<file path="src/rtl/spi_slave_fsm_burst.sv">
// SPI slave control FSM: decodes the serial-clock strobes of a frame into the
// address latch, shift register, data memory and MISO buffer enables, with an
// optional burst mode (address auto-increment) and mid-word framing-error pulse.
// Every output is a register loaded from the next state, so no input reaches an
// output combinationally.
module spi_slave_fsm_burst #(
   parameter int unsigned ADDR_W   = 7,
   parameter int unsigned DATA_W   = 8,
   parameter int unsigned BURST_EN = 0
) (
   input  logic s_clk,
   input  logic rst_n,
   input  logic CS,
   input  logic sclk_pos,
   input  logic sclk_neg,
   input  logic read_write,
   output logic ad_we,
   output logic sr_we,
   output logic miso_buff,
   output logic dm_we,
   output logic addr_inc,
   output logic busy,
   output logic frame_err
);

   localparam int unsigned CMD_W = ADDR_W + 1;
   localparam int unsigned MAX_W = (CMD_W > DATA_W) ? CMD_W : DATA_W;
   localparam int unsigned CNT_W = $clog2(MAX_W + 1);
   // Terminal counts are compared before the increment, so the counter never
   // holds a value above MAX_W - 1.
   localparam logic [CNT_W-1:0] CMD_LAST  = CNT_W'(CMD_W - 1);
   localparam logic [CNT_W-1:0] DATA_LAST = CNT_W'(DATA_W - 1);

   typedef enum logic [2:0] {
      StGet, StGot, StRead, StRead2, StRead3, StWrite, StWrite2, StDone
   } state_e;

   state_e           r_state;
   logic [CNT_W-1:0] r_count;
   logic             r_ad_we, r_sr_we, r_miso_buff, r_dm_we;
   logic             r_addr_inc, r_busy, r_frame_err;

   state_e           w_state_d;
   logic [CNT_W-1:0] w_count_d;
   logic             w_inc_d;
   logic             w_err_d;

   // Next-state, counter and pulse decode; CS high overrides everything.
   always_comb begin
      w_state_d = r_state;
      w_count_d = r_count;
      w_inc_d   = 1'b0;
      w_err_d   = 1'b0;
      if (CS) begin
         w_state_d = StGet;
         w_count_d = '0;
         // Only a frame abandoned mid-word or mid-fetch is an error.
         w_err_d   = (((r_state == StGet) || (r_state == StRead3) || (r_state == StWrite)) &&
                      (r_count != '0)) || (r_state == StRead) || (r_state == StRead2);
      end else begin
         unique case (r_state)
            StGet: begin
               if (sclk_pos) begin
                  if (r_count == CMD_LAST) begin
                     w_state_d = StGot;
                     w_count_d = '0;
                  end else begin
                     w_count_d = r_count + 1'b1;
                  end
               end
            end
            StGot:    w_state_d = read_write ? StRead : StWrite;
            StRead:   w_state_d = StRead2;
            StRead2:  w_state_d = StRead3;
            StRead3: begin
               if (sclk_neg) begin
                  if (r_count == DATA_LAST) begin
                     w_count_d = '0;
                     if (BURST_EN != 0) begin
                        w_state_d = StRead;
                        w_inc_d   = 1'b1;
                     end else begin
                        w_state_d = StDone;
                     end
                  end else begin
                     w_count_d = r_count + 1'b1;
                  end
               end
            end
            StWrite: begin
               if (sclk_pos) begin
                  if (r_count == DATA_LAST) begin
                     w_state_d = StWrite2;
                     w_count_d = '0;
                  end else begin
                     w_count_d = r_count + 1'b1;
                  end
               end
            end
            StWrite2: begin
               if (BURST_EN != 0) begin
                  w_state_d = StWrite;
                  w_inc_d   = 1'b1;
               end else begin
                  w_state_d = StDone;
               end
            end
            StDone:   w_state_d = StDone;
            default:  w_state_d = StGet;
         endcase
      end
   end

   // State, counter and registered outputs.
   always_ff @(posedge s_clk or negedge rst_n) begin
      if (!rst_n) begin
         r_state     <= StGet;
         r_count     <= '0;
         r_ad_we     <= 1'b0;
         r_sr_we     <= 1'b0;
         r_miso_buff <= 1'b0;
         r_dm_we     <= 1'b0;
         r_addr_inc  <= 1'b0;
         r_busy      <= 1'b0;
         r_frame_err <= 1'b0;
      end else begin
         r_state     <= w_state_d;
         r_count     <= w_count_d;
         r_ad_we     <= (w_state_d == StGot);
         r_sr_we     <= (w_state_d == StRead2);
         r_miso_buff <= (w_state_d == StRead3);
         r_dm_we     <= (w_state_d == StWrite2);
         r_addr_inc  <= w_inc_d;
         r_busy      <= !((w_state_d == StGet) && (w_count_d == '0));
         r_frame_err <= w_err_d;
      end
   end

   assign ad_we     = r_ad_we;
   assign sr_we     = r_sr_we;
   assign miso_buff = r_miso_buff;
   assign dm_we     = r_dm_we;
   assign addr_inc  = r_addr_inc;
   assign busy      = r_busy;
   assign frame_err = r_frame_err;

endmodule

</file>
<file path="config.mk">
export PLATFORM = sky130hd
export DESIGN_NAME = spi_slave_fsm_burst
export DESIGN_NICKNAME = d
export VERILOG_FILES = /design/src/rtl/spi_slave_fsm_burst.sv
export SDC_FILE = /design/constraint.sdc
export NUM_CORES = 1
export LEC_CHECK = 0
export CORE_MARGIN = 2
export CORE_UTILIZATION = 49
export CTS_CLUSTER_SIZE = 24
export DETAILED_ROUTE_END_ITERATION = 12
export PLACE_DENSITY = 0.82
export RECOVER_POWER = 100
export SETUP_SLACK_MARGIN = 0.5
export SYNTH_ARGS = -nofsm -noshare
export SYNTH_HDL_FRONTEND = slang
export SYNTH_SLANG_ARGS = --single-unit
</file>
<file path="constraint.sdc">
create_clock -name s_clk -period 2.4 [get_ports s_clk]
set_clock_uncertainty 0.15 [all_clocks]
set_input_delay 0.36 -clock s_clk [delete_from_list [all_inputs] [get_ports s_clk]]
set_output_delay 0.36 -clock s_clk [all_outputs]
set_load 0.03 [all_outputs]
</file>
Yosys cells after proc, flatten, opt, wreduce, memory -nomap -nowiden
Cells that the tools add are included.
W data, S select, Z words.
{"block": "word_totals", "reg_bits": 13, "latch_bits": 0, "ram_bits": 0, "mem_bits_ro": 0, "in_bits": 6, "output_inout_bits": 7, "wordCells": 49, "mem_count": 0}
{"block": "op_classes", "n_addsub": 1, "n_mul": 0, "div": 0, "magnitude_cmp": 0, "n_eq_ne": 12, "n_shift": 0, "mux": 15, "bitwise": 0, "n_reduce_logical": 13}
{"operator": "$mux W3", "count": 8}
{"operator": "$pmux W3 S7", "count": 1}
{"operator": "$eq A3 B3 Y1 const B", "count": 6}
{"operator": "$mux W4", "count": 4}
{"operator": "$eq A3 B2 Y1 const B", "count": 3}
{"operator": "$pmux W4 S2", "count": 1}
{"operator": "$eq A3 B1 Y1 const B", "count": 2}
{"operator": "$logic_not A3 Y1", "count": 2}
{"operator": "$add A4 B1 Y4 const B", "count": 1}
{"operator": "$eq A4 B3 Y1 const B", "count": 1}
{"operator": "$logic_not A4 Y1", "count": 1}
{"operator": "$logic_or A1 B1 Y1", "count": 4}
{"operator": "$reduce_bool A4 Y1", "count": 1}
{"operator": "$reduce_or A2 Y1", "count": 2}
{"operator": "$logic_and A1 B1 Y1", "count": 2}
{"operator": "$logic_not A1 Y1", "count": 1}
{"operator": "$mux W1", "count": 1}

Depth between registers and ports, before layout
{"block": "depth", "depth_word": 8, "mapped_depth": 6}

Least setup slack after synthesis
Ideal clock, no wire load.
{"block": "synth_timing", "path_kind": "flip-flop to flip-flop", "from": "reg r_state[0]", "to": "reg r_busy (netlist: busy)", "setup_ns": 0.138, "arrival_ns": 1.877, "slack_ns": 0.235, "path_stages_with_launch": 7, "synth_period_minus_slack_ns": 2.165, "path_cell_list": "dfrtp_1 > buf_2 > a21boi_0 > a211oi_2 > nand4_1 > mux2_4 > or4_1"}
{"block": "synth_via", "elab_chain_cells": 7, "word_cells_on_any_way": 24}
{"element": "start: declaration", "line_no": "38", "rtl": "state_e r_state;"}
{"element": "start signal: assignment", "line_no": "117", "rtl": "r_state <= StGet;"}
{"element": "start signal: assignment", "line_no": "127", "rtl": "r_state <= w_state_d;"}
{"element": "$eq A3 B3 Y1 / $logic_not A3 Y1 (equally long branches)", "line_no": "61", "rtl": "unique case (r_state)"}
{"element": "$reduce_or A2 Y1 (no source line)"}
{"element": "$pmux W4 S2 *", "line_no": "61"}
{"element": "$mux W4 *", "line_no": "54", "rtl": "if (CS) begin"}
{"element": "via w_count_d[3]", "line_no": "44", "rtl": "logic [CNT_W-1:0] w_count_d;"}
{"element": "$logic_not A4 Y1 *", "line_no": "134", "rtl": "r_busy <= !((w_state_d == StGet) && (w_count_d == '0));"}
{"element": "$logic_and A1 B1 Y1 *", "line_no": "134"}
{"element": "$logic_not A1 Y1 *", "line_no": "134"}
{"element": "end signal: assignment", "line_no": "134"}
{"element": "end: declaration", "line_no": "41", "rtl": "logic r_addr_inc, r_busy, r_frame_err;"}
The timed path passes the listed nets; every way through them passes the cells marked *.

Final worst setup path
{"block": "layout_timing", "from": "reg r_state[2]", "to": "reg r_busy (netlist: busy)"}
Same word-level chain as after synthesis.

==> report_table.html <==
<table>
<tr><th>Metric</th><th>Value</th></tr>
<tr><th colspan="2">Power and ir drop</th></tr>
<tr><td>Leakage power summed over all cells</td><td>0.457 nW</td></tr>
<tr><td>Total power of the final layout</td><td>434 µW</td></tr>
<tr><td>Power per cell area</td><td>443 nW/µm²</td></tr>
<tr><td>Max rail drop VDD</td><td>291 µV</td></tr>
<tr><th colspan="2">STA</th></tr>
<tr><td>Unrepaired setup endpoints after global routing</td><td>true</td></tr>
<tr><td>Final Hold Fails</td><td>0</td></tr>
<tr><td>Worst setup margin</td><td>0.177 ns</td></tr>
<tr><td>Transition time of the tightest slew-check pin</td><td>0.595 ns</td></tr>
<tr><td>Fin crit period</td><td>2.22 ns</td></tr>
<tr><td># setup viols final</td><td>0</td></tr>
<tr><td>Number of max-slew violations in the final report</td><td>0</td></tr>
<tr><td>Max-Slew Margin vs Limit</td><td>0.602</td></tr>
<tr><td>Fmax</td><td>0.450 GHz</td></tr>
<tr><td>Period utilization</td><td>0.926</td></tr>
<tr><th colspan="2">Logic synthesis</th></tr>
<tr><td>Dominant cell type by area after synthesis</td><td>dfrtp_1</td></tr>
<tr><td>Leading cell types by total area after synthesis</td><td>dfrtp_1 (45%), a21oi_1 (4.2%), mux2i_1 (4.2%)</td></tr>
<tr><td>Cells after Synth</td><td>74</td></tr>
<tr><td>Post-synth top area share</td><td>0.455</td></tr>
<tr><td>Ys async rst share</td><td>1.00</td></tr>
<tr><td>Net Count, Synth</td><td>82</td></tr>
<tr><td>Top post-synthesis cells by count</td><td>dfrtp_1 (13), nor2_1 (8), a21oi_1 (6), inv_1 (5), nor3_1 (4)</td></tr>
<tr><td>Most frequently used cell type in the post-synthesis netlist</td><td>dfrtp_1</td></tr>
<tr><td>Top flip-flop cell by instance count after synthesis</td><td>dfrtp_1</td></tr>
<tr><td>Average cell area after synthesis</td><td>roughly 9.7 µm²</td></tr>
<tr><td>Post-synth EDFFs</td><td>0</td></tr>
<tr><td>Number of synthesis warnings</td><td>0</td></tr>
<tr><td>Sequential cell area fraction in the yosys report</td><td>0.455</td></tr>
<tr><td>Register bit count reported by yosys</td><td>13</td></tr>
<tr><td>Post-synthesis instance area</td><td>~700 µm²</td></tr>
<tr><td>Post-synth cell types</td><td>35</td></tr>
<tr><th colspan="2">Hold path</th></tr>
<tr><td>Hold Crit Class</td><td>in2async</td></tr>
<tr><th colspan="2">Floorplanning</th></tr>
<tr><td>Width of the chip</td><td>42.2 µm</td></tr>
<tr><td>Effective utilization at floorplan</td><td>0.537</td></tr>
<tr><td>Standard-cell row count</td><td>13</td></tr>
<tr><td>Total Die Area</td><td>1780 µm²</td></tr>
<tr><td>Y dimension of the die</td><td>42.2 µm</td></tr>
<tr><td>Io pins</td><td>13</td></tr>
<tr><td>Area of the core region</td><td>1330 µm²</td></tr>
<tr><th colspan="2">Layout</th></tr>
<tr><td>Count of non-filler cells in the finished layout</td><td>roughly 110</td></tr>
<tr><td>Number of inserted diodes</td><td>0</td></tr>
<tr><td>Nets</td><td>around 110</td></tr>
<tr><td>Final design area excluding fillers</td><td>around 980 µm²</td></tr>
<tr><td>Relative area change from synthesis to final layout</td><td>36.7%</td></tr>
<tr><td>Proportion of layout cells with a drive suffix above 1</td><td>0.198</td></tr>
<tr><th colspan="2">Critical path</th></tr>
<tr><td>Biggest cell delay along the critical path</td><td>0.51 ns</td></tr>
<tr><td>Cell at the slowest stage of the critical path</td><td>or4_1</td></tr>
<tr><td>Number of buffers and inverters on the critical path</td><td>2</td></tr>
<tr><td>Top Family by Delay on Critical Path</td><td>simple AND/OR/NAND/NOR gates</td></tr>
<tr><td>Type of destination of the critical path</td><td>flop</td></tr>
<tr><td>Maximum net fanout on the critical path</td><td>2</td></tr>
<tr><td>Setup slack of the most critical reg-to-reg path</td><td>roughly 0.18 ns</td></tr>
<tr><td>Startpoint Class</td><td>flop</td></tr>
<tr><td>Cells along the critical path</td><td>mux2i_4, a211oi_2, clkbuf_1, buf_4, nand2b_1, a21oi_1, or4_1</td></tr>
<tr><td>Worst Path Class, Setup</td><td>reg2reg</td></tr>
<tr><td>Required arrival time at the worst endpoint</td><td>2.40 ns</td></tr>
<tr><td>Arrival time of the worst setup path</td><td>between 2 and 2.5 ns</td></tr>
<tr><th colspan="2">Place</th></tr>
<tr><td>Placed inst area</td><td>902 µm²</td></tr>
<tr><td>Number of cells after detailed placement</td><td>~100</td></tr>
<tr><td>Total of buffers placed on input and output ports</td><td>11</td></tr>
<tr><td>HPWL reported at the end of detailed placement</td><td>1170 µm</td></tr>
<tr><td>Routability Congestion</td><td>0.810</td></tr>
<tr><td>Worst setup timing slack at the placement stage</td><td>-0.211 ns</td></tr>
<tr><th colspan="2">Clock tree</th></tr>
<tr><td>Total clock sinks</td><td>13</td></tr>
<tr><td>Cell at the root of the clock tree</td><td>clkbuf_4</td></tr>
<tr><td>Clock latency at the later pin of the worst-skew pair</td><td>about 0.28 ns</td></tr>
<tr><td>CTS HTree Levels</td><td>1</td></tr>
<tr><td>Cts-stage hold buffer count</td><td>0</td></tr>
<tr><td>Max Buffers Root-to-Sink</td><td>2</td></tr>
<tr><td>Clock buffers created by TritonCTS</td><td>3</td></tr>
<tr><td>Clock slew seen by the registers of the worst setup and hold paths</td><td>0.08 ns</td></tr>
<tr><td>Clock tree from TritonCTS</td><td>done</td></tr>
<tr><th colspan="2">Global route</th></tr>
<tr><td>Pin count of the biggest net entering global routing</td><td>14</td></tr>
<tr><td>Via count of the first global-routing pass</td><td>~630</td></tr>
<tr><td>Global-route wire length before repair</td><td>2930 µm</td></tr>
<tr><td>Initial antenna violation count</td><td>0</td></tr>
<tr><td>Overall overflow remaining after global route</td><td>0</td></tr>
<tr><td>Total routing resource utilization after global routing</td><td>0.222</td></tr>
<tr><th colspan="2">Drt</th></tr>
<tr><td>Routed WL per cell</td><td>16.3 µm</td></tr>
<tr><td>Total Wirelength</td><td>1810 µm</td></tr>
<tr><td>First DRT Iteration DRCs</td><td>16</td></tr>
<tr><td>Per-cell via count in the routed design</td><td>between 5 and 6</td></tr>
<tr><td>Detailed-route via count</td><td>648</td></tr>
<tr><td>Post-detailed-route count of antenna-violating nets</td><td>0</td></tr>
<tr><td>Remaining design rule violation count</td><td>0</td></tr>
<tr><td>Drt first pass iters</td><td>4</td></tr>
<tr><th colspan="2">Status</th></tr>
<tr><td>Run status</td><td>finished, final reports clean</td></tr>
<tr><th colspan="2">Run</th></tr>
<tr><td>Max capacitance violation total</td><td>0</td></tr>
</table>
-- registers in the layout, indices dropped and copies added, names as in the netlist --
name	flops
frame_err	1
ad_we	1
r_state	3
miso_buff	1
r_count	4
busy	1
dm_we	1
sr_we	1
-- power breakdown --
group / switching [mW] / internal, mW
logic: 0.0388 / 0.0313
registers: 0.00395 / 0.225
clock network: 0.0701 / 0.0645
-- stage by stage --
step | utilization | setup TNS [ns] | hold slack (ns)
final | 0.734 | 0 | 0.371
after detailed placement | 0.676 | -0.211 | 0.564
after floorplan | - | 0 | -0.0856
after CTS | 0.741 | 0 | 0.311
after global placement | 0.676 | -0.153 | 0.549
after global routing | 0.734 | 0 | 0.420
-- placed cells by master, fill, tap and decap left out, drive strengths merged, types with 2 or more instances in the layout --
| master | synthesis | layout |
|---|---|---|
| ha | 2 | 2 |
| a21oi | 6 | 6 |
| mux2i | 3 | 3 |
| nand2 | 2 | 2 |
| nand2b | 2 | 2 |
| clkbuf | 1 | 8 |
| a211oi | 2 | 2 |
| dfrtp | 13 | 13 |
| nor3 | 4 | 4 |
| nor2 | 8 | 8 |
| nor2b | 3 | 3 |
| dlygate4sd3 | 0 | 7 |
| dlygate4sd2 | 0 | 2 |
| inv | 5 | 5 |
| and2 | 2 | 2 |
| buf | 4 | 8 |
| clkdlybuf4s50 | 0 | 2 |
-- final timing paths --
kind                            start  cells after the start          to
max                        r_state[2]                      7        busy
min                             rst_n                      1  r_count[0]
max reg2reg                r_state[2]                      7        busy
min reg2reg                r_count[1]                      2  r_count[3]
max in group asynchronous       rst_n                      1       sr_we
min in group s_clk         r_count[1]                      2  r_count[3]
-- kinds of logic after synthesis --
logic type / synth area share
other: 0.00524
muxes: 0.0629
buffers and inverters: 0.0699
and+or+nand+nor: 0.210
xor gates and xnor gates: 0.0122
adders and majority gates: 0.0350
DFF: 0.455
AOI/OAI and AO/OA: 0.150
-- cell type report --
class / count / area, µm²
clock buffer: 4 / 26.3
fill: 99 / 355
inverter: 5 / 18.8
multi-input combinational: 51 / 389
sequential: 13 / 325
tap: 15 / 18.8
timing repair buffer: 23 / 200
-- layer usage --
metal | track usage | routed length [µm] | vias to the layer above
met5 | 0 | 0 | -
met4 | 0.106 | 50 | 0
met3 | 0.0388 | 79 | 7
met2 | 0.335 | 835 | 25
met1 | 0.307 | 842 | 311
li1 | - | - | 305
-- repair_timing --
action / in CTS / in global routing
setup buffers: 3 / 0
pin swaps: 5 / 1
resized for setup: 7 / 2
setup endpoints to repair: 6 / 5
No activity file was read; power rests on OpenSTA's default activity.
